==> config.mk <==
export PLATFORM = sky130hd
export DESIGN_NAME = uart_rx_core_flat
export DESIGN_NICKNAME = d
export VERILOG_FILES = /design/src/rtl/uart_rx_core_if.sv /design/src/rtl/uart_rx_core.sv /design/src/flat_wrapper.sv
export SDC_FILE = /design/constraint.sdc
export NUM_CORES = 1
export LEC_CHECK = 0
export CELL_PAD_IN_SITES_DETAIL_PLACEMENT = 0
export CELL_PAD_IN_SITES_GLOBAL_PLACEMENT = 1
export CORE_ASPECT_RATIO = 1.1
export CORE_UTILIZATION = 40
export CTS_BUF_LIST = sky130_fd_sc_hd__clkbuf_4 sky130_fd_sc_hd__clkbuf_8 sky130_fd_sc_hd__clkbuf_16
export CTS_CLUSTER_DIAMETER = 60
export CTS_CLUSTER_SIZE = 40
export DETAILED_ROUTE_END_ITERATION = 8
export PLACE_DENSITY = 0.77
export REMOVE_ABC_BUFFERS = 1
export SYNTH_ARGS = -nofsm -noshare
export SYNTH_HDL_FRONTEND = slang
export SYNTH_SLANG_ARGS = --single-unit
==> constraint.sdc <==
create_clock -name uart_clk -period 6.7 [get_ports uart_clk]
set_clock_uncertainty 0.1 [all_clocks]
set_input_delay 1.34 -clock uart_clk [delete_from_list [all_inputs] [get_ports uart_clk]]
set_output_delay 1.34 -clock uart_clk [all_outputs]
set_load 0.01 [all_outputs]
==> src/rtl/uart_rx_core_if.sv <==
// Read-side port of the UART receiver: FIFO head, error flags, overrun pulse and occupancy.
// The receiver core is the master; the consuming register block is the slave.
interface uart_rx_core_if #(
  parameter int DATA_BITS  = 8,
  parameter int FIFO_DEPTH = 4
);
  logic                          rd_valid;
  logic                          rd_ready;
  logic [DATA_BITS-1:0]          rd_data;
  logic                          rd_frame_err;
  logic                          rd_parity_err;
  logic                          rd_break;
  logic                          overrun;
  logic [$clog2(FIFO_DEPTH):0]   fifo_count;

  modport master (
    output rd_valid, rd_data, rd_frame_err, rd_parity_err, rd_break, overrun, fifo_count,
    input  rd_ready
  );

  modport slave (
    input  rd_valid, rd_data, rd_frame_err, rd_parity_err, rd_break, overrun, fifo_count,
    output rd_ready
  );
endinterface

==> src/rtl/uart_rx_core.sv <==
// Parametrised UART receiver: synchronised rx line, mid-bit sampling FSM with
// parity/framing/break detection, and a first-word fall-through receive FIFO.
module uart_rx_core #(
  parameter int CLK_DIV    = 10,
  parameter int DATA_BITS  = 8,
  parameter int PARITY     = 0,
  parameter int STOP_BITS  = 1,
  parameter int FIFO_DEPTH = 4
) (
  input  logic            uart_clk,
  input  logic            uart_rst_n,
  input  logic            rx_data,
  uart_rx_core_if.master  rd
);
  localparam int CW  = $clog2(CLK_DIV);
  localparam int BCW = $clog2(DATA_BITS);
  localparam int AW  = $clog2(FIFO_DEPTH);
  localparam int EW  = DATA_BITS + 3;
  localparam logic [CW-1:0]  HALF_CNT  = CW'(CLK_DIV / 2);
  localparam logic [CW-1:0]  LAST_CNT  = CW'(CLK_DIV - 1);
  localparam logic [BCW-1:0] LAST_BIT  = BCW'(DATA_BITS - 1);
  localparam logic           LAST_STOP = 1'(STOP_BITS - 1);
  localparam logic [AW:0]    FULL_CNT  = (AW+1)'(FIFO_DEPTH);

  typedef enum logic [2:0] {
    S_IDLE, S_START, S_DATA, S_PARITY, S_STOP, S_BREAK_WAIT
  } state_t;

  state_t state, state_next;

  logic rx_meta, rx_sync, rx_prev, fall;
  logic [CW-1:0] baud_cnt;
  logic sample, push;
  logic [DATA_BITS-1:0] shreg;
  logic [BCW-1:0] bit_cnt;
  logic stop_cnt, stop_err, stop_high, par_bit;
  logic frame_err_now, parity_err_now, break_now;

  logic [EW-1:0] mem [FIFO_DEPTH];
  logic [AW-1:0] wr_ptr, rd_ptr;
  logic [AW:0]   count;
  logic [EW-1:0] head;
  logic full, pop, wr_en;

  always_ff @(posedge uart_clk or negedge uart_rst_n) begin
    if (!uart_rst_n) begin
      rx_meta <= 1'b1;
      rx_sync <= 1'b1;
      rx_prev <= 1'b1;
    end else begin
      rx_meta <= rx_data;
      rx_sync <= rx_meta;
      rx_prev <= rx_sync;
    end
  end

  assign fall = rx_prev & ~rx_sync;

  // Reloaded on entering START and free-running afterwards, so every later
  // sample lands exactly one bit period after the previous mid-bit sample.
  always_ff @(posedge uart_clk or negedge uart_rst_n) begin
    if (!uart_rst_n)
      baud_cnt <= '0;
    else if (state == S_IDLE || state == S_BREAK_WAIT)
      baud_cnt <= '0;
    else if (baud_cnt == LAST_CNT)
      baud_cnt <= '0;
    else
      baud_cnt <= baud_cnt + 1'b1;
  end

  assign sample = (state != S_IDLE) && (state != S_BREAK_WAIT) && (baud_cnt == HALF_CNT);

  always_ff @(posedge uart_clk or negedge uart_rst_n) begin
    if (!uart_rst_n)
      state <= S_IDLE;
    else
      state <= state_next;
  end

  always_comb begin
    state_next = state;
    push       = 1'b0;
    unique case (state)
      S_IDLE:       if (fall) state_next = S_START;
      S_START:      if (sample) state_next = rx_sync ? S_IDLE : S_DATA;
      S_DATA:       if (sample && bit_cnt == LAST_BIT)
                      state_next = (PARITY != 0) ? S_PARITY : S_STOP;
      S_PARITY:     if (sample) state_next = S_STOP;
      S_STOP: begin
        if (sample && stop_cnt == LAST_STOP) begin
          push       = 1'b1;
          state_next = rx_sync ? S_IDLE : S_BREAK_WAIT;
        end
      end
      S_BREAK_WAIT: if (rx_sync) state_next = S_IDLE;
      default:      state_next = S_IDLE;
    endcase
  end

  always_ff @(posedge uart_clk or negedge uart_rst_n) begin
    if (!uart_rst_n) begin
      shreg     <= '0;
      bit_cnt   <= '0;
      stop_cnt  <= 1'b0;
      stop_err  <= 1'b0;
      stop_high <= 1'b0;
      par_bit   <= 1'b0;
    end else if (state == S_START) begin
      bit_cnt   <= '0;
      stop_cnt  <= 1'b0;
      stop_err  <= 1'b0;
      stop_high <= 1'b0;
      par_bit   <= 1'b0;
    end else if (sample) begin
      if (state == S_DATA) begin
        shreg   <= {rx_sync, shreg[DATA_BITS-1:1]};
        bit_cnt <= bit_cnt + 1'b1;
      end
      if (state == S_PARITY)
        par_bit <= rx_sync;
      if (state == S_STOP) begin
        stop_cnt  <= stop_cnt + 1'b1;
        stop_err  <= stop_err | ~rx_sync;
        stop_high <= stop_high | rx_sync;
      end
    end
  end

  // Flags fold in the stop sample being taken on the push cycle itself.
  assign frame_err_now  = stop_err | ~rx_sync;
  assign parity_err_now = (PARITY == 1) ? ~(^shreg ^ par_bit) :
                          (PARITY == 2) ?  (^shreg ^ par_bit) : 1'b0;
  assign break_now      = (shreg == '0) && !par_bit && !stop_high && !rx_sync;

  assign full  = (count == FULL_CNT);
  assign pop   = rd.rd_valid && rd.rd_ready;
  assign wr_en = push && (!full || pop);

  always_ff @(posedge uart_clk) begin
    if (wr_en)
      mem[wr_ptr] <= {shreg, frame_err_now, parity_err_now, break_now};
  end

  always_ff @(posedge uart_clk or negedge uart_rst_n) begin
    if (!uart_rst_n) begin
      wr_ptr     <= '0;
      rd_ptr     <= '0;
      count      <= '0;
      rd.overrun <= 1'b0;
    end else begin
      if (wr_en) wr_ptr <= wr_ptr + 1'b1;
      if (pop)   rd_ptr <= rd_ptr + 1'b1;
      if (wr_en && !pop)
        count <= count + 1'b1;
      else if (!wr_en && pop)
        count <= count - 1'b1;
      rd.overrun <= push && full && !pop;
    end
  end

  assign head             = mem[rd_ptr];
  assign rd.rd_valid      = (count != '0);
  assign rd.rd_data       = rd.rd_valid ? head[EW-1:3] : '0;
  assign rd.rd_frame_err  = rd.rd_valid & head[2];
  assign rd.rd_parity_err = rd.rd_valid & head[1];
  assign rd.rd_break      = rd.rd_valid & head[0];
  assign rd.fifo_count    = count;
endmodule

==> src/flat_wrapper.sv <==
// flat-port wrapper written by rule: the top's interface ports become plain ports
module uart_rx_core_flat 
#(
  parameter int CLK_DIV    = 10,
  parameter int DATA_BITS  = 8,
  parameter int PARITY     = 0,
  parameter int STOP_BITS  = 1,
  parameter int FIFO_DEPTH = 4
)
  (uart_clk, uart_rst_n, rx_data, rd_rd_valid, rd_rd_data, rd_rd_frame_err, rd_rd_parity_err, rd_rd_break, rd_overrun, rd_fifo_count, rd_rd_ready);
  uart_rx_core_if #(.DATA_BITS(DATA_BITS), .FIFO_DEPTH(FIFO_DEPTH)) rd_i ();
  input  logic uart_clk;
  input  logic uart_rst_n;
  input  logic rx_data;
  output wire logic [$bits(rd_i.rd_valid)-1:0] rd_rd_valid;
  output wire logic [$bits(rd_i.rd_data)-1:0] rd_rd_data;
  output wire logic [$bits(rd_i.rd_frame_err)-1:0] rd_rd_frame_err;
  output wire logic [$bits(rd_i.rd_parity_err)-1:0] rd_rd_parity_err;
  output wire logic [$bits(rd_i.rd_break)-1:0] rd_rd_break;
  output wire logic [$bits(rd_i.overrun)-1:0] rd_overrun;
  output wire logic [$bits(rd_i.fifo_count)-1:0] rd_fifo_count;
  input wire logic [$bits(rd_i.rd_ready)-1:0] rd_rd_ready;
  assign rd_rd_valid = rd_i.rd_valid;
  assign rd_rd_data = rd_i.rd_data;
  assign rd_rd_frame_err = rd_i.rd_frame_err;
  assign rd_rd_parity_err = rd_i.rd_parity_err;
  assign rd_rd_break = rd_i.rd_break;
  assign rd_overrun = rd_i.overrun;
  assign rd_fifo_count = rd_i.fifo_count;
  assign rd_i.rd_ready = rd_rd_ready;
  uart_rx_core #(.CLK_DIV(CLK_DIV), .DATA_BITS(DATA_BITS), .PARITY(PARITY), .STOP_BITS(STOP_BITS), .FIFO_DEPTH(FIFO_DEPTH)) u_core (.uart_clk(uart_clk), .uart_rst_n(uart_rst_n), .rx_data(rx_data), .rd(rd_i));
endmodule
---- Word level (Yosys, flattened, before mapping) ----
Memories as Yosys holds them, arrays and structs flattened.
Index checks and enable logic that the tools add are counted.
storage, ports and cells
  register bits ........................... 33
  RAM bits ................................ 40
  word-level logic and storage cells ...... 116
  memories kept ........................... 1
operators by class
  add/subtract/negate cells ............... 7
  equal/unequal tests ..................... 16
  multiplexer cells ....................... 33
  bitwise logic cells ..................... 9
  reduce and logical (&&, ||, !) cells .... 35
memories
  memory      words  bits a word  read ports  clocked after Yosys merged registers in  write ports  RTL line            source
  u_core.mem  4      10           1           0                                        1            uart_rx_core.sv:39  logic [EW-1:0] mem [FIFO_DEPTH];
operators with widths
  cell                                                                      count
  3-bit two-way mux                                                         12
  3-bit one-hot mux with 6 select lines                                     1
  1-bit two-way mux                                                         16
  1-bit logical AND                                                         13
  3-bit == test (second input constant)                                     4
  2-bit by 1-bit inequality test with 1-bit output (second input constant)  6
  2-bit nonzero test                                                        5
  8-bit zero test                                                           1
  4-bit two-way mux                                                         2
  8-bit two-way mux                                                         1
  3-bit by 1-bit adder with 3-bit output (second input constant)            2
  3-bit by 2-bit == test with 1-bit output (second input constant)          2
  1-bit zero test                                                           6
  2-bit AND reduction                                                       3
  6-bit AND reduction                                                       1
  3-bit nonzero test                                                        2
  2-bit by 1-bit adder with 2-bit output (second input constant)            2
  4-bit by 1-bit adder with 4-bit output (second input constant)            1
  4-bit by 3-bit == test with 1-bit output (second input constant)          1
  4-bit == test (second input constant)                                     1
  1-bit AND                                                                 3
  3-bit by 1-bit == test with 1-bit output (second input constant)          1
  3-bit zero test                                                           1
  3-bit inequality test (second input constant)                             1
  8 further kinds                                                           12

---- Logic depth before layout (Yosys ltp) ----
Gate-level depths: netlist of the first run.
  depth after elaboration ................. 11
  depth in mapped cells ................... 8
  mapped depth without buffers ............ 8

---- Least setup slack after synthesis of the first run ----
OpenSTA, ideal clock, no wires.
  path kind ............................... input-to-reg
  from .................................... in rd_rd_ready
  to ...................................... reg u_core.count[1], in the netlist u_core.rd.fifo_count[1]
  setup time .............................. 0.125 ns
  arrival ................................. 2.758 ns
  slack ................................... 3.717 ns
  stages .................................. 6
  cells stage by stage .................... nor4b_2 nor3b_4 ha_1 inv_1 fa_1 mux2_2
on the way
  longest elaborated chain between the ends .. 6
ends and longest elaborated chain
  item                                 RTL line             source
  start, declared                      flat_wrapper.sv:22   input wire logic [$bits(rd_i.rd_ready)-1:0] rd_rd_ready;
  1-bit logical AND *                  uart_rx_core.sv:137  assign pop = rd.rd_valid && rd.rd_ready;
  1-bit logical OR *                   uart_rx_core.sv:138  assign wr_en = push && (!full || pop);
  1-bit logical AND *                  uart_rx_core.sv:138
  via u_core.wr_en                     uart_rx_core.sv:43   logic full, pop, wr_en;
  1-bit zero test                      uart_rx_core.sv:156  else if (!wr_en && pop)
  1-bit logical AND                    uart_rx_core.sv:156
  2-bit nonzero test (no source line)  n/a
  end signal, assigned                 uart_rx_core.sv:155  count <= count + 1'b1;
  end signal, assigned                 uart_rx_core.sv:157  count <= count - 1'b1;
  end, declared                        uart_rx_core.sv:41   logic [AW:0] count;
Mark *: on every way through the listed nets, which the timed path passes. The rest lies on a longest branch.
A chain may end at the register's enable or synchronous reset.

---- Worst setup path in the final report of the first run ----
  from .................................... reg u_core.rd_ptr[0]
  to ...................................... out rd_rd_data[2]
on the way
  longest elaborated chain between the ends .. 2
ends and longest elaborated chain
  item                    RTL line             source
  start, declared         uart_rx_core.sv:40   logic [AW-1:0] wr_ptr, rd_ptr;
  start signal, assigned  uart_rx_core.sv:153  if (pop) rd_ptr <= rd_ptr + 1'b1;
  memory read 4 x 10 bit  n/a
  8-bit two-way mux       uart_rx_core.sv:164  assign rd.rd_data = rd.rd_valid ? head[EW-1:3] : '0;
  end, declared           flat_wrapper.sv:16   output wire logic [$bits(rd_i.rd_data)-1:0] rd_rd_data;
Every way passes these cells.

==> impl_metrics.json, run 1 <==
{
  "fin_crit_ps": 3816,
  "ctsResizeCount": 0,
  "grt_max_degree": 34,
  "max_stage_delay_ps": 810,
  "synth.distinct_cells": 44,
  "path_class": "flop to output pin",
  "crit_buf_inv": 1,
  "cp.arrival_ps": 2380,
  "required_ps": 5260,
  "clkTransAtPathRegs_ps": 80,
  "die_y_um": 96.57,
  "cts_setup_buffers": 0,
  "final_max_slew_viol_count": 0,
  "grt-busiest-layer": "met2",
  "crit_chain": "mux4_2 > and2_1 > clkdlybuf4s50_1",
  "final_common_cell": "edfxtp_1",
  "final_cell_mix": "edfxtp_1, dfrtp_1, clkdlybuf4s50_1, nand2_1, and2_1",
  "place_inst": 333,
  "power_density_mw_per_mm2": 365.4,
  "crit_family": "flip-flops",
  "multiInputGateArea_sq_mm": 0.001147,
  "period_share": 0.5696,
  "syn_to_final_growth_pct": 15.85,
  "h-tree-depth": 3,
  "num_rows": 34,
  "regArea_sq_mm": 0.002031,
  "status": "finished, final reports clean",
  "cts_buffers": 9,
  "ir_drop_v": 0.0001180,
  "worst_hold_path_type": "flop to flop",
  "dr.pass1.iters": 4,
  "fmax_ghz": 0.2621,
  "yosys_warnings": 0,
  "final.setup.tns_ps": 0,
  "worstSetupStartpointType": "flop",
  "drive_above_1_share": 0.1950,
  "crit_path_max_fanout": 12,
  "cpMaxStageDelayCell": "dfrtp_1",
  "grt-ovfl-total": 0,
  "async_reset_ff_frac": 0.4521,
  "power_w": 0.001377,
  "n_antenna_cell": 0,
  "ys_ff_latch": 73,
  "synth.avg_cell_area_sq_um": 15.05,
  "clock_latency_ps": 340,
  "finalHoldViolations": 0,
  "ctsRootBufferMaster": "clkbuf_8",
  "cts_tree": "done",
  "io_buffers": 18,
  "cp-end-kind": "output pin",
  "maxCapViolCount": 0,
  "wl_per_cell_um": 15.07,
  "wl_um": 5259,
  "worst_pin_slew_ps": 716.4,
  "cts.sink_count": 73,
  "fillerInstances": 707,
  "grt_pass1_vias": 1759,
  "slew_headroom": 0.5224,
  "drc": 0,
  "synth-main-ff-cell": "edfxtp_1",
  "dp_hpwl_um": 3332,
  "grt_pass1_wl_um": 8763,
  "grtUsageMet1": 0.1783,
  "setup_violations": 0,
  "synth_edf_count": 40,
  "fp.dieW_um": 87.97,
  "synth_cells": 216,
  "avgViaCountPerCell": 4.971,
  "antenna_found_initial": 0,
  "fin_cells": 349,
  "clk_path_buf_depth": 2,
  "core_sq_mm": 0.007913,
  "initial_utilization": 0.4110,
  "vias": 1735,
  "boundaryPins": 20,
  "rsz0062_at_grt": "no",
  "postRouteAntennaNets": 0,
  "grt_use_met3": 0.02804,
  "met2_usage": 0.2358,
  "drtIter0Drc": 148,
  "ys_seq_area_frac": 0.6245,
  "place_congestion": 0.7203,
  "postCtsHoldBufs": 0,
  "fp.dieArea_sq_mm": 0.008495,
  "leakage_nw": 1.463,
  "fin_nets": 248,
  "grtUsageTotal": 0.1417,
  "synth_area_sq_mm": 0.003252
}
where the power goes:
group / internal (W) / leakage [nW] / switching (W)
logic: 0.000214 / 0.514 / 0.000134
clock network: 0.000254 / 0.125 / 0.000163
registers: 0.000512 / 0.825 / 0.000101
flip-flops by register name, summed over array words and instances (netlist names), 2 cells and up:
name,flops
u_core.wr_ptr,2
u_core.bit_cnt,3
u_core.shreg,8
u_core.baud_cnt,4
u_core.rd.fifo_count,3
u_core.mem,40
u_core.state,3
u_core.rd_ptr,2
layer usage:
layer | up-vias | wire [um]
li1 | 841 | -
met1 | 862 | 2365
met5 | - | 0
met3 | 8 | 140
met2 | 24 | 2669
met4 | 0 | 83
layout make-up:
cell class,instances,share of cell area
Multi-Input combinational cell,127,0.3046
Inverter,6,0.005978
Clock inverter,6,0.02989
Timing Repair Buffer,19,0.04982
Tap cell,108,0.03587
Clock buffer,10,0.03487
Sequential cell,73,0.5390
path summary, 6_finish.rpt:
| check | startpoint | endpoint | slack (ps) | cells past startpoint |
|---|---|---|---|---|
| worst max-delay path | u_core.rd_ptr[0] | rd_rd_data[2] | 2880 | 3 |
| worst min-delay path | u_core.rx_meta | u_core.rx_sync | 260 | 0 |
| worst max register to register | u_core.state[2] | u_core.rd.fifo_count[2] | 3950 | 8 |
| worst min register to register | u_core.rx_meta | u_core.rx_sync | 260 | 0 |
| max in group asynchronous | uart_rst_n | u_core.rx_sync | 4840 | 2 |
| min in group asynchronous | uart_rst_n | u_core.baud_cnt[1] | 1300 | 2 |
through the flow:
stage | hold WS [ps] | util | cell area (sq um) | setup slack, ps
finish | 258.2 | 0.4761 | 3767 | 2884
global route | 260.0 | 0.4761 | 3767 | 2706
global placement | 247.2 | 0.4453 | 3523 | 3174
CTS | 259.6 | 0.4761 | 3767 | 2808
detailed placement | 249.3 | 0.4453 | 3523 | 3085
floorplan | 245.2 | - | 3201 | 3717
synthesized netlist by cell type (2+ instances only):
library cell | n | area [sq um]
edfxtp_1 | 40 | 1201
dfrtp_1 | 30 | 750.7
nand2_1 | 16 | 60.06
and2_1 | 14 | 87.58
mux4_2 | 10 | 225.2
mux2_4 | 9 | 135.1
nor2_1 | 8 | 30.03
o21ai_0 | 8 | 40.04
ha_1 | 7 | 87.58
inv_1 | 6 | 22.52
clkbuf_1 | 5 | 18.77
nand3_1 | 4 | 20.02
xnor2_1 | 4 | 35.03
xor2_1 | 4 | 35.03
a21oi_1 | 3 | 15.01
a32oi_1 | 3 | 26.28
buf_4 | 3 | 22.52
dfstp_2 | 3 | 78.83
nand2b_1 | 3 | 18.77
nor3b_1 | 3 | 22.52
nor4_1 | 3 | 18.77
o21ai_1 | 3 | 15.01
o221ai_1 | 3 | 26.28
buf_2 | 2 | 10.01
nand3b_1 | 2 | 15.01
o22ai_1 | 2 | 12.51
logic make-up (layout without fill, tap and decap cells):
logic type,after synthesis,in the layout,synth area share
compound gates,25,25,0.04925
xor+xnor,8,8,0.02154
mux,21,21,0.1174
fa+ha+maj,8,8,0.03309
flops,73,73,0.6245
simple gates,64,64,0.1304
other cells,1,1,0.001153
buf+inv,16,41,0.02270
No activity file was read; power rests on OpenSTA's default activity.
==> run 2, diff against run 1 <==
==> constraint.sdc (replaced) <==
create_clock -name uart_clk -period 3.6 [get_ports uart_clk]
set_clock_uncertainty 0.1 [all_clocks]
set_input_delay 0.72 -clock uart_clk [delete_from_list [all_inputs] [get_ports uart_clk]]
set_output_delay 0.72 -clock uart_clk [all_outputs]
set_load 0.01 [all_outputs]
==> impl_metrics.json, run 2 (same netlist as run 1, synthesis figures left out) <==
{
  "status": "finished, final reports clean",
  "fin_nets": 250,
  "rr_startpoint": "u_core.state[1]",
  "worst_pin_slew_ps": 638.8,
  "syn_to_final_growth_pct": 14.81,
  "crit_chain": "buf_4 > mux4_2 > and2_1 > clkdlybuf4s50_1",
  "period_share": 0.8041,
  "cts_tree": "done",
  "antenna_found_initial": 0,
  "drc": 0,
  "grt_pass1_wl_um": 8424,
  "fp.dieW_um": 87.97,
  "final_common_cell": "edfxtp_1",
  "reg_top3": "u_core.mem x40, u_core.shreg x8, u_core.baud_cnt x4",
  "wl_met3_um": 151,
  "grt_pass1_vias": 1687,
  "dr.max_layer_used": "met4",
  "crit_family": "buffers and inverters",
  "path_class": "flop to output pin",
  "crit_buf_inv": 2,
  "finalHoldViolations": 0,
  "h-tree-depth": 3,
  "max_stage_delay_ps": 520,
  "worst_hold_path_type": "flop to flop",
  "num_rows": 34,
  "grt_max_degree": 34,
  "n_antenna_cell": 0,
  "largest_reg_flops": 40,
  "fmax_ghz": 0.3454,
  "final_max_slew_viol_count": 0,
  "drtIter0Drc": 107,
  "clk_path_buf_depth": 2,
  "met2_length_um": 2424,
  "top_register": "u_core.mem",
  "final.setup.tns_ps": 0,
  "slew_headroom": 0.5702,
  "cts.sink_count": 73,
  "worstSetupStartpointType": "flop",
  "setup_violations": 0,
  "clkTransAtPathRegs_ps": 80,
  "cp-end-kind": "output pin",
  "dr.pass1.iters": 4,
  "die_y_um": 96.57,
  "ctsResizeCount": 0,
  "required_ps": 2780,
  "boundaryPins": 20,
  "ctsRootBufferMaster": "clkbuf_8",
  "dp_slack_ps": 629.4,
  "wl_um": 5060,
  "io_buffers": 18,
  "ir_drop_v": 0.0002733,
  "grtUsageTotal": 0.1368,
  "rsz0062_at_grt": "no",
  "m1WireLength_um": 2404,
  "vias": 1731,
  "postRouteAntennaNets": 0,
  "hold_start": "u_core.rx_meta",
  "clock_latency_ps": 340,
  "maxCapViolCount": 0,
  "final_cell_mix": "edfxtp_1, dfrtp_1, clkdlybuf4s50_1, nand2_1, and2_1",
  "fillerInstances": 714,
  "cts_setup_buffers": 0,
  "fp.dieArea_sq_mm": 0.008495,
  "dp_hpwl_um": 3319,
  "core_sq_mm": 0.007913,
  "wl_per_cell_um": 14.42,
  "fin_crit_ps": 2895,
  "cts_buffers": 9,
  "place_congestion": 0.7547,
  "grt-ovfl-total": 0,
  "startpoint": "u_core.rd_ptr[0]",
  "power_density_mw_per_mm2": 647.1,
  "initial_utilization": 0.4110,
  "cpMaxStageDelayCell": "mux4_2",
  "fin_ws_ps": 705.1,
  "postCtsHoldBufs": 0,
  "crit_path_max_fanout": 12,
  "drive_above_1_share": 0.2016,
  "cp.arrival_ps": 2070,
  "leakage_nw": 1.449,
  "avgViaCountPerCell": 4.932
}
[run 2: path summary, 6_finish.rpt]
path | to | slack [ps] | cells past startpoint
setup reg to reg | u_core.rd.fifo_count[2] | 1040 | 8
setup / recovery | rd_rd_data[3] | 710 | 4
max in group asynchronous | u_core.rx_sync | 2380 | 2
min in group asynchronous | u_core.wr_ptr[0] | 680 | 2
hold reg to reg | u_core.rx_sync | 260 | 0
hold / removal | u_core.rx_sync | 260 | 0
[run 2: per-stage QoR]
| stage | area (sq um) | hold slack, ps | power, W | util | std cells |
|---|---|---|---|---|---|
| after global routing | 3734 | 262.4 | 0.002574 | 0.4719 | 351 |
| after floorplan | 3201 | 245.2 | 0.001526 | - | 206 |
| after detailed placement | 3538 | 247.2 | 0.001823 | 0.4472 | 335 |
| final | 3734 | 256.4 | 0.002416 | 0.4719 | 351 |
| after global placement | 3538 | 245.3 | 0.001817 | 0.4472 | 335 |
| after CTS | 3734 | 258.0 | 0.002451 | 0.4719 | 351 |
[run 2: report_power, final]
part / internal [W] / switching, W
Clock: 0.000334 / 0.000288
Sequential: 0.000954 / 0.000143
Combinational: 0.000406 / 0.000290
[run 2: area by class of cell]
class                   instances  area [sq um]  share of cell area
repair buffers                 21         202.7             0.05429
multi-input cells             127          1147              0.3073
clock buffers                  11         138.9             0.03720
inverters                       6         22.52            0.006032
well taps                     108         135.1             0.03619
clock inverters                 5         56.30             0.01508
flip-flops and latches         73          2031              0.5439
[run 2: metal layers]
layer  vias to the layer above  GRT usage
met5                         -          0
met4                         0    0.06148
met3                         7    0.03823
met2                        25     0.2151
met1                       859     0.1766
li1                        840          -
==> run 3, diff against run 2 <==
==> constraint.sdc (replaced) <==
create_clock -name uart_clk -period 2.8 [get_ports uart_clk]
set_clock_uncertainty 0.1 [all_clocks]
set_input_delay 0.56 -clock uart_clk [delete_from_list [all_inputs] [get_ports uart_clk]]
set_output_delay 0.56 -clock uart_clk [all_outputs]
set_load 0.01 [all_outputs]
==> impl_metrics.json, run 3 (same netlist as run 1, synthesis figures left out) <==
{
  "drive_above_1_share": 0.2320,
  "clk_path_buf_depth": 2,
  "avgViaCountPerCell": 5.064,
  "grt_max_degree": 34,
  "postLayoutCoreUtil": 0.4853,
  "worstSetupStartpointType": "flop",
  "fin_crit_ps": 2697,
  "pwr-share-seq": 0.418,
  "wl_um": 5567,
  "antenna_found_initial": 0,
  "fp.dieW_um": 87.97,
  "clock_latency_ps": 340,
  "fin_nets": 257,
  "reg_top3": "u_core.mem x40, u_core.shreg x8, u_core.baud_cnt x4",
  "place_congestion": 0.7079,
  "setup_violations": 0,
  "h-tree-depth": 3,
  "initial_utilization": 0.4110,
  "worst_hold_path_type": "flop to flop",
  "postCtsHoldBufs": 0,
  "rrSetupSlack_ps": 510,
  "largest_reg_flops": 40,
  "finalHoldViolations": 0,
  "final_max_slew_viol_count": 0,
  "p_int_w": 0.002330,
  "period_share": 0.9631,
  "grt-ovfl-total": 0,
  "grt_pass1_vias": 1857,
  "fp.dieArea_sq_mm": 0.008495,
  "n_antenna_cell": 0,
  "dr.pass1.iters": 4,
  "drc": 0,
  "worst_pin_slew_ps": 684.2,
  "clkTransAtPathRegs_ps": 80,
  "cts_buffers": 9,
  "top_register": "u_core.mem",
  "rsz0062_at_grt": "no",
  "io_buffers": 18,
  "wl_per_cell_um": 15.55,
  "switchingPower_w": 0.0009714,
  "crit_path_max_fanout": 10,
  "drtIter0Drc": 105,
  "required_ps": 2140,
  "cp-end-kind": "output pin",
  "whs_ps": 260.5,
  "die_y_um": 96.57,
  "path_class": "flop to output pin",
  "boundaryPins": 20,
  "grt_pass1_wl_um": 9308,
  "leakage_nw": 1.518,
  "p_comb_frac": 0.302,
  "cts.sink_count": 73,
  "final_common_cell": "edfxtp_1",
  "maxCapViolCount": 0,
  "final_cell_mix": "edfxtp_1, dfrtp_1, clkdlybuf4s50_1, nand2_1, and2_1",
  "final.setup.tns_ps": 0,
  "status": "finished, final reports clean",
  "fmax_ghz": 0.3708,
  "core_sq_mm": 0.007913,
  "ctsRootBufferMaster": "clkbuf_8",
  "cts_tree": "done",
  "slew_headroom": 0.5397,
  "grtUsageTotal": 0.1496,
  "num_rows": 34,
  "postRouteAntennaNets": 0,
  "ir_drop_v": 0.0004088,
  "dp_hpwl_um": 3522,
  "vias": 1813,
  "syn_to_final_growth_pct": 18.08,
  "power_density_mw_per_mm2": 859.8,
  "switching_share": 0.2942,
  "power_frac_clock": 0.280,
  "power_w": 0.003302,
  "cp.arrival_ps": 2040
}
[run 3: worst paths after layout]
check,to,from,cells after the start
max,rd_rd_data[6],u_core.rd_ptr[0],4
min,u_core.rx_sync,u_core.rx_meta,0
max reg2reg,u_core.rd.fifo_count[2],u_core.rd.fifo_count[0],8
min reg2reg,u_core.rx_sync,u_core.rx_meta,0
max in group asynchronous,u_core.rx_meta,uart_rst_n,2
min in group asynchronous,u_core.baud_cnt[3],uart_rst_n,2
[run 3: worst max-delay path, cell delays in order, from the launching register on]
cell             delay, ps
dfrtp_1                400
buf_12                 160
mux4_2                 500
and2_1                 170
clkdlybuf4s50_1        470
[run 3: timing repair]
action / 4_1_cts / 5_1_grt
resized for setup: 1 / 2
pin swaps: 0 / 0
setup endpoints to repair: 1 / 1
setup buffers: 1 / 0
[run 3: final cells by class]
type                    count  area (sq um)
inverters                   6         22.52
repair buffers             28         270.3
clock inverters             6         90.09
clock buffers              10         137.6
flip-flops and latches     73          2032
fillers                   705          4073
well taps                 108         135.1
multi-input cells         127          1152
[run 3: stage by stage]
stage               area (sq um)  worst slack [ps]  cells
floorplan                   3201             405.9    206
global placement            3596             70.29    341
detailed placement          3596             24.79    341
CTS                         3836             23.40    358
global route                3840             10.33    358
finish                      3840             103.4    358
[run 3: routing by layer]
| metal | up-vias | wire, um | global-route usage |
|---|---|---|---|
| li1 | 856 | - | - |
| met1 | 922 | 2458 | 0.1804 |
| met2 | 29 | 2924 | 0.2623 |
| met3 | 6 | 142 | 0.02804 |
| met4 | 0 | 42 | 0.06284 |
| met5 | - | 0 | 0 |
[run 3: power groups by stage]
stage                     clock, W  combinational (W)  sequential [W]
final                     0.000924           0.000998         0.00138
after global routing      0.000985            0.00111         0.00140
after detailed placement         0           0.000998         0.00140
after CTS                 0.000950            0.00102         0.00138
after global placement           0           0.000983         0.00140
after floorplan                  0           0.000527         0.00143
